==> src/rtl/sdpb_sample_writer_pkg.sv <==
// Purpose : shared constants, FSM state type and helpers for the sample buffer writer.
// Latency : n/a (declarations only).
// Backpr. : n/a.
package sdpb_sample_writer_pkg;

   localparam int SAMPLES_PER_LINE = 4;
   localparam int LINES            = 32;
   localparam int HALF_LINES       = 16;

   typedef enum logic [1:0] {
      ST_IDLE  = 2'd0,
      ST_RUN   = 2'd1,
      ST_STALL = 2'd2
   } state_t;

   // One-hot mask selecting a ping-pong half.
   function automatic logic [1:0] half_mask(input logic id);
      return id ? 2'b10 : 2'b01;
   endfunction

endpackage

==> src/rtl/sdpb_lane_packer.sv <==
// Purpose : collects SAMPLES_PER_LINE samples into one line, first sample in the low lane.
// Latency : line_valid/line_data registered, one cycle after the last sample of a line is pushed.
// Backpr. : none; the caller only pushes when it can take the line.
// Ports   : clk, reset (sync, high), flush (drop partial line), push/sample (sample in),
//           line_end (comb: this push completes a line), line_valid/line_data (registered line out).
module sdpb_lane_packer
   import sdpb_sample_writer_pkg::*;
#(
   parameter int SAMPLE_W = 16
) (
   input  logic                                 clk,
   input  logic                                 reset,
   input  logic                                 flush,
   input  logic                                 push,
   input  logic [SAMPLE_W-1:0]                  sample,
   output logic                                 line_end,
   output logic                                 line_valid,
   output logic [SAMPLES_PER_LINE*SAMPLE_W-1:0] line_data
);

   localparam int LANE_W = $clog2(SAMPLES_PER_LINE);

   logic [LANE_W-1:0]                       lane;
   // Holds all lanes but the last; the last sample goes straight into line_data.
   logic [(SAMPLES_PER_LINE-1)*SAMPLE_W-1:0] hold;

   assign line_end = push & (lane == LANE_W'(SAMPLES_PER_LINE - 1));

   always_ff @(posedge clk) begin
      if (reset) begin
         lane       <= '0;
         hold       <= '0;
         line_valid <= 1'b0;
         line_data  <= '0;
      end else if (flush) begin
         lane       <= '0;
         hold       <= '0;
         line_valid <= 1'b0;
      end else begin
         line_valid <= line_end;
         if (line_end) begin
            line_data <= {sample, hold};
            lane      <= '0;
         end else if (push) begin
            for (int k = 0; k < SAMPLES_PER_LINE - 1; k++) begin
               if (lane == LANE_W'(k)) hold[k*SAMPLE_W +: SAMPLE_W] <= sample;
            end
            lane <= lane + LANE_W'(1);
         end
      end
   end

endmodule

==> src/rtl/sdpb_sample_writer.sv <==
// Purpose : packs 16b samples into 64b lines and writes them into a 32-line ping-pong buffer.
// Latency : line write (wr_ce) one cycle after the 4th sample of the line is accepted.
// Backpr. : s_ready drops while the next half is still full, unless DROP_ON_FULL (then discard + overflow).
// Ports   : clk/reset (sync, high), enable (low = flush), s_valid/s_data/s_ready (sample stream),
//           wr_ce/wr_addr/wr_data (buffer write port), half_done/half_id (half filled pulse),
//           half_ack/half_ack_id (reader release), half_full (per-half flags), overflow (sticky drop).
module sdpb_sample_writer
   import sdpb_sample_writer_pkg::*;
#(
   parameter int SAMPLE_W     = 16,
   parameter int ADDR_W       = $clog2(LINES),
   parameter int DROP_ON_FULL = 0
) (
   input  logic                                 clk,
   input  logic                                 reset,
   input  logic                                 enable,
   input  logic                                 s_valid,
   input  logic [SAMPLE_W-1:0]                  s_data,
   output logic                                 s_ready,
   output logic                                 wr_ce,
   output logic [ADDR_W-1:0]                    wr_addr,
   output logic [SAMPLES_PER_LINE*SAMPLE_W-1:0] wr_data,
   output logic                                 half_done,
   output logic                                 half_id,
   input  logic                                 half_ack,
   input  logic                                 half_ack_id,
   output logic [1:0]                           half_full,
   output logic                                 overflow
);

   localparam int HALF_W = $clog2(HALF_LINES);

   state_t                                 state_q, state_d;
   logic [ADDR_W-1:0]                      line_q;
   logic [ADDR_W-1:0]                      wr_addr_q;
   logic [1:0]                             half_full_q, hf_next, set_mask, ack_mask;
   logic                                   half_done_q, half_id_q, overflow_q;
   logic                                   push, drop, line_end, line_valid, cur_half, half_last;
   logic [SAMPLES_PER_LINE*SAMPLE_W-1:0]   line_data;

   // Ready depends on state only, never on s_valid.
   assign s_ready = (state_q == ST_RUN) | ((DROP_ON_FULL != 0) && (state_q == ST_STALL));

   assign push = s_valid & s_ready & enable & (state_q == ST_RUN);
   assign drop = s_valid & s_ready & enable & (state_q == ST_STALL);

   // The top address bit names the half; a half ends on its last in-half line.
   assign cur_half  = line_q[ADDR_W-1];
   assign half_last = &line_q[HALF_W-1:0];

   assign set_mask = (line_end & half_last) ? half_mask(cur_half) : 2'b00;
   assign ack_mask = half_ack ? half_mask(half_ack_id) : 2'b00;
   // Acks to an empty half are harmless; a same-cycle set on that half wins.
   assign hf_next  = (half_full_q & ~ack_mask) | set_mask;

   sdpb_lane_packer #(
      .SAMPLE_W (SAMPLE_W)
   ) u_packer (
      .clk        (clk),
      .reset      (reset),
      .flush      (~enable),
      .push       (push),
      .sample     (s_data),
      .line_end   (line_end),
      .line_valid (line_valid),
      .line_data  (line_data)
   );

   always_comb begin
      state_d = state_q;
      if (!enable) begin
         state_d = ST_IDLE;
      end else begin
         case (state_q)
            ST_IDLE:  if (!half_full_q[0]) state_d = ST_RUN;
            // Stall when the half just completed leaves no free half to move into.
            ST_RUN:   if ((set_mask != 2'b00) && hf_next[~cur_half]) state_d = ST_STALL;
            // line_q already points at the first line of the half being waited for.
            ST_STALL: if (half_ack && (half_ack_id == cur_half)) state_d = ST_RUN;
            default:  state_d = ST_IDLE;
         endcase
      end
   end

   always_ff @(posedge clk) begin
      if (reset) begin
         state_q     <= ST_IDLE;
         line_q      <= '0;
         wr_addr_q   <= '0;
         half_full_q <= 2'b00;
         half_done_q <= 1'b0;
         half_id_q   <= 1'b0;
         overflow_q  <= 1'b0;
      end else begin
         state_q <= state_d;
         if (!enable) begin
            line_q      <= '0;
            wr_addr_q   <= '0;
            half_full_q <= 2'b00;
            half_done_q <= 1'b0;
            half_id_q   <= 1'b0;
            overflow_q  <= 1'b0;
         end else begin
            half_full_q <= hf_next;
            half_done_q <= (set_mask != 2'b00);
            if (set_mask != 2'b00) half_id_q <= cur_half;
            if (line_end) begin
               wr_addr_q <= line_q;
               line_q    <= line_q + ADDR_W'(1);
            end
            if (drop) overflow_q <= 1'b1;
         end
      end
   end

   // A line queued for writing must not reach the buffer while reset is asserted.
   assign wr_ce     = line_valid & ~reset;
   assign half_done = half_done_q & ~reset;
   assign wr_addr   = wr_addr_q;
   assign wr_data   = line_data;
   assign half_id   = half_id_q;
   assign half_full = half_full_q;
   assign overflow  = overflow_q;

endmodule
==> config.mk <==
export PLATFORM = sky130hd
export DESIGN_NAME = sdpb_sample_writer
export DESIGN_NICKNAME = d
export VERILOG_FILES = /design/src/rtl/sdpb_sample_writer_pkg.sv /design/src/rtl/sdpb_lane_packer.sv /design/src/rtl/sdpb_sample_writer.sv
export SDC_FILE = /design/constraint.sdc
export NUM_CORES = 1
export LEC_CHECK = 0
export CAP_MARGIN = 20
export CORE_MARGIN = 3
export CORE_UTILIZATION = 57
export DETAILED_ROUTE_END_ITERATION = 10
export PLACE_DENSITY_LB_ADDON = 0.12
export SETUP_SLACK_MARGIN = 0.02
export SLEW_MARGIN = 20
export SYNTH_ARGS = -nofsm -noshare
export SYNTH_HDL_FRONTEND = slang
export SYNTH_HIERARCHICAL = 1
export SYNTH_SLANG_ARGS = --single-unit
==> constraint.sdc <==
create_clock -name clk -period 3.2 [get_ports clk]
set_input_delay 0.32 -clock clk [delete_from_list [all_inputs] [get_ports clk]]
set_output_delay 0.32 -clock clk [all_outputs]
set_load 0.1 [all_outputs]
==> impl_metrics.json, run 1 <==
{
  "initial_utilization_pct": 59.6,
  "maxCapViolations": 0,
  "vdd_drop_max_mv": 0.295,
  "die_x_um": 108,
  "portBuffers": 97,
  "async_flop_share_pct": 0,
  "rsz0062_at_grt": "no",
  "clockRootBuffer": "clkbuf_8",
  "overflow": 0,
  "stdcell_count": 777,
  "finalCritPeriodShare_pct": 74.0,
  "pre_cts_ws_ps": 916,
  "required_ps": 2880,
  "setup_ws_ps": 831,
  "synth_edf_count": 0,
  "grt_max_degree": 113,
  "crit_family": "buffers and inverters",
  "crit_fanout": 4,
  "core-area_sq_um": 9950,
  "worstPathArrival_ps": 2050,
  "setup_violations": 0,
  "htree_levels": 4,
  "n_antenna_cell": 0,
  "max_freq_mhz": 422,
  "cpPeakStageDelay_ps": 1150,
  "hp-class": "primary input to flop",
  "grtUsageTotal_pct": 22.7,
  "synthDistinctLibCells": 32,
  "ys_top_cells_by_area": "dfxtp_1, mux2i_1, nand2b_1, or3b_1, or3b_2",
  "syn_to_final_growth_pct": 24.3,
  "synth_top_area_cell": "dfxtp_1",
  "drc": 0,
  "synthesis.area_sq_um": 5940,
  "cp_num_buf_inv": 1,
  "cts_resized": 0,
  "synth_ff_type": "dfxtp_1",
  "whs_ps": 355,
  "drv_slew": 0,
  "cts_sinks": 132,
  "rows": 36,
  "period_needed_ps": 2370,
  "dp_hpwl_mm": 8.05,
  "critPathCaptureType": "output pin",
  "yosysMostFrequentCell": "dfxtp_1",
  "grt_pass1_vias": 4119,
  "drtIter0Drc": 152,
  "synth_fp_nets": 581,
  "drt_wl_total_mm": 12.5,
  "worstSetupStartpointType": "flop",
  "cts_buffers": 17,
  "yosysWarnings": 6,
  "antenna_found_initial": 0,
  "p_leak_nw": 2.61,
  "path_clk_slew_ps": 60,
  "hold_buffers": 0,
  "io_pins": 98,
  "die-area_sq_um": 11700,
  "status": "finished clean",
  "tightest_slew_ps": 990,
  "ys_ff_latch": 132,
  "final_antenna_net_count": 0,
  "fin_total_pwr_mw": 3.65,
  "via_per_inst": 5.18,
  "post_cts_buffers": 0,
  "die_y_um": 108,
  "drive_above_1_share_pct": 12.3,
  "grt_pass1_wl_mm": 20.7,
  "fin_skew_ps": 5.70,
  "syn_area_per_cell_sq_um": 10.7,
  "totalNegativeSetupSlack_ps": 0,
  "cts_tree": "built",
  "wl_per_cell_um": 16.1,
  "slew_headroom_pct": 33.8,
  "gp_congestion": 0.749,
  "place_inst": 745,
  "power_density_nw_per_um2": 495,
  "fillers": 697,
  "drt-pass1-iter-count": 4,
  "clk_latency_ps": 520,
  "slowest_stage": "clkdlybuf4s50_1",
  "yosys-top-cells-count": "dfxtp_1, nand2b_1, mux2i_1",
  "dr_total_vias": 4024,
  "nets": 658,
  "clock_path_buffers": 2,
  "timing.final.hold_violations": 0,
  "ys_seq_area_share_pct": 44.5,
  "postSynthCellCount": 554,
  "yosys.area.top_type_share_pct": 44.5,
  "cp_cell_sequence": "clkdlybuf4s50_1",
  "critical_path_class": "flop to output pin"
}
## metal layers
layer  routed length [um]  part of all wire, %  global-route usage (%)
met2                 6010                   48                    36.8
met5                    0                    0                       0
met4                  146                  1.2                    7.12
met3                  582                  4.7                    6.57
met1                 5760                   46                    29.2
## path summary, 6_finish.rpt
path | from | to | slack, ps | depth (start not counted)
setup / recovery | half_full[0] | half_full[0] | 830 | 1
hold reg to reg | overflow | overflow | 450 | 1
hold / removal | reset | u_packer/line_valid | 350 | 2
setup reg to reg | state_q[0] | state_q[0] | 1040 | 7
## cell usage in the layout (no fill, tap or decap), drive strengths merged, types with 5 or more instances in the layout
| master | count |
|---|---|
| clkdlybuf4s50 | 93 |
| or3b | 64 |
| nor2 | 15 |
| a21oi | 5 |
| mux2i | 119 |
| nand2b | 130 |
| clkinvlp | 7 |
| ha | 5 |
| buf | 12 |
| inv | 6 |
| dfxtp | 132 |
| clkbuf | 17 |
| nand2 | 6 |
## report_power, final
part	leakage, nW	total [mW]	switching, mW	internal [mW]
registers	1.06	1.65	0.00222	1.65
clock network	0.259	1.85	0.741	1.11
logic	1.29	0.152	0.0822	0.0702
## registers in the layout (all words and copies together) (netlist names)
name	cells
half_done_q	1
half_full	2
half_id	1
line_q	5
overflow	1
state_q	2
u_packer/hold	48
u_packer/lane	2
u_packer/line_data	64
u_packer/line_valid	1
wr_addr	5
## area by class of cell
cell class	count	area, sq um	share of cell area [%]
well taps	133	166	2.26
flip-flops and latches	132	2640	35.8
repair buffers	105	1030	14.0
clock inverters	15	158	2.14
inverters	4	15.0	0.203
multi-input cells	371	2950	40.0
clock buffers	17	414	5.61
## stage by stage
stage	area, sq um	util [%]
2_1_floorplan	5940	-
3_3_place_gp	6810	68.4
3_5_place_dp	6810	68.4
4_1_cts	7380	74.1
5_1_grt	7380	74.1
6_report	7380	74.1
## kinds of logic after synthesis
| family | after synthesis | synth area share, % |
|---|---|---|
| XOR/XNOR | 6 | 0.885 |
| flip-flops | 132 | 44.5 |
| buffers and inverters | 51 | 5.88 |
| adder cells (fa/ha/maj) | 5 | 1.05 |
| AND/OR/NAND/NOR | 234 | 26.9 |
| multiplexers | 119 | 20.1 |
| AO/OA/AOI/OAI | 7 | 0.717 |
Power figures use the tool's default switching activity.
==> run 2: changes to the inputs <==
--- a/config.mk
+++ b/config.mk
@@ -7,7 +7,7 @@
 export LEC_CHECK = 0
 export CAP_MARGIN = 20
 export CORE_MARGIN = 3
-export CORE_UTILIZATION = 57
+export CORE_UTILIZATION = 53
 export DETAILED_ROUTE_END_ITERATION = 10
 export PLACE_DENSITY_LB_ADDON = 0.12
 export SETUP_SLACK_MARGIN = 0.02
==> constraint.sdc (replaced) <==
create_clock -name clk -period 2.4 [get_ports clk]
set_input_delay 0.24 -clock clk [delete_from_list [all_inputs] [get_ports clk]]
set_output_delay 0.24 -clock clk [all_outputs]
set_load 0.1 [all_outputs]
==> run 2 against run 1 <==
Wire length fell by 1.2%. Sequential cell count did not move. Hold slack got worse by 42 ps. Combinational power rose by 39%. Largest power group unchanged. Highest routed layer unchanged.
==> impl_metrics.json, run 2 (synthesized netlist as in run 1, its figures left out) <==
{
  "status": "finished clean",
  "cts_resized": 0,
  "n_antenna_cell": 0,
  "cpPeakStageDelay_ps": 370,
  "critPathCaptureType": "flop",
  "max_freq_mhz": 546,
  "final_cell_mix": "dfxtp_1, nand2b_1, mux2i_1",
  "drt_wl_total_mm": 12.3,
  "slowest_stage": "dfxtp_1",
  "portBuffers": 97,
  "hold_buffers": 0,
  "place_inst": 754,
  "cp.depth": 6,
  "setup_violations": 0,
  "top_register": "u_packer/line_data",
  "min_from": "s_data[10]",
  "vdd_drop_max_mv": 0.549,
  "worstPathArrival_ps": 2220,
  "stdcell_count": 786,
  "grt_max_degree": 79,
  "io_pins": 98,
  "grt_pass1_wl_mm": 20.2,
  "htree_levels": 4,
  "reg2reg_depth": 6,
  "initial_utilization_pct": 54.5,
  "required_ps": 2780,
  "drv_slew": 0,
  "fin_util_pct": 67.1,
  "core-area_sq_um": 10900,
  "drtIter0Drc": 205,
  "dr_total_vias": 4030,
  "slew_headroom_pct": 57.9,
  "via_per_inst": 5.13,
  "rows": 38,
  "nets": 660,
  "cp-endpoint": "state_q[0]",
  "grt_pass1_vias": 4141,
  "dp_hpwl_mm": 8.11,
  "power_density_nw_per_um2": 695,
  "path_clk_slew_ps": 60,
  "final_area_sq_um": 7310,
  "totalNegativeSetupSlack_ps": 0,
  "cts_tree": "built",
  "die_x_um": 112,
  "crit_fanout": 7,
  "final_common_cell": "dfxtp_1",
  "overflow": 0,
  "grtUsageTotal_pct": 20.3,
  "rr_endpoint": "state_q[0]",
  "post_cts_buffers": 0,
  "largest_reg_flops": 64,
  "final_antenna_net_count": 0,
  "die_y_um": 112,
  "clockRootBuffer": "clkbuf_8",
  "cts_sinks": 132,
  "gp_congestion": 0.759,
  "tightest_slew_ps": 631,
  "drt-pass1-iter-count": 4,
  "syn_to_final_growth_pct": 23.1,
  "critical_path_class": "flop to flop",
  "worstSetupStartpointType": "flop",
  "period_needed_ps": 1830,
  "p_leak_nw": 2.84,
  "r2r_slack_ps": 570,
  "cp_num_buf_inv": 0,
  "top_regs": "u_packer/line_data: 64 flops, u_packer/hold: 48 flops",
  "crit_family": "simple AND/OR/NAND/NOR gates",
  "clock_path_buffers": 2,
  "die-area_sq_um": 12500,
  "maxCapViolations": 0,
  "placed_area_sq_um": 6690,
  "clk_latency_ps": 520,
  "timing.final.hold_violations": 0,
  "rsz0062_at_grt": "no",
  "r2r_start": "state_q[0]",
  "antenna_found_initial": 0,
  "finalCritPeriodShare_pct": 76.4,
  "wl_per_cell_um": 15.7,
  "cp_cell_sequence": "nor2b_4 -> and3_1 -> and2_1 -> nand4_2 -> a21oi_1 -> o32ai_1",
  "cts_buffers": 17,
  "fin_total_pwr_mw": 5.08,
  "fin_skew_ps": 4.55,
  "drive_above_1_share_pct": 23.8,
  "hp-class": "primary input to flop",
  "drc": 0,
  "crit_start": "state_q[0]"
}
## run 2: through the flow
| stage | worst slack (ps) | hold slack [ps] |
|---|---|---|
| 6_report | 568 | 313 |
| 5_1_grt | 323 | 312 |
| 4_1_cts | 558 | 291 |
| 3_5_place_dp | 387 | 462 |
| 3_3_place_gp | 452 | 448 |
| 2_1_floorplan | 220 | 395 |
## run 2: area by class of cell
type                            count  area, sq um
Tap cell                          140          175
Clock inverter                     11          155
Fill cell                         876         3580
Sequential cell                   132         2640
Multi-Input combinational cell    371         2960
Clock buffer                       21          459
Timing Repair Buffer              107          903
Inverter                            4         15.0
## run 2: worst min-delay path by stage
stage,cells after the start,slack (ps),endpoint
5_1_grt,3,310,u_packer/line_data[58]
4_1_cts,3,290,u_packer/line_data[58]
3_3_place_gp,1,450,overflow
6_report,3,310,u_packer/line_data[58]
3_5_place_dp,2,460,half_id
2_1_floorplan,2,400,u_packer/line_data[48]
## run 2: layer usage
metal / wire (um) / track usage, % / share of wire, % / up-vias
met5: 0 / 0 / 0 / -
met4: 195 / 7.30 / 1.6 / 0
met3: 626 / 6.03 / 5.1 / 21
met2: 5910 / 33.7 / 48 / 83
met1: 5610 / 25.2 / 45 / 1910
li1: - / - / - / 2016
## run 2: report_power, final
part | internal [mW] | switching (mW)
logic | 0.0992 | 0.113
clock network | 1.76 | 0.909
registers | 2.20 | 0.00302
## run 2: worst reg2reg max path, delay by kind of cell, from the launching register on
family / cells / cell delay, ps
AOI/OAI and AO/OA: 2 / 360
DFF: 1 / 370
and+or+nand+nor: 4 / 980
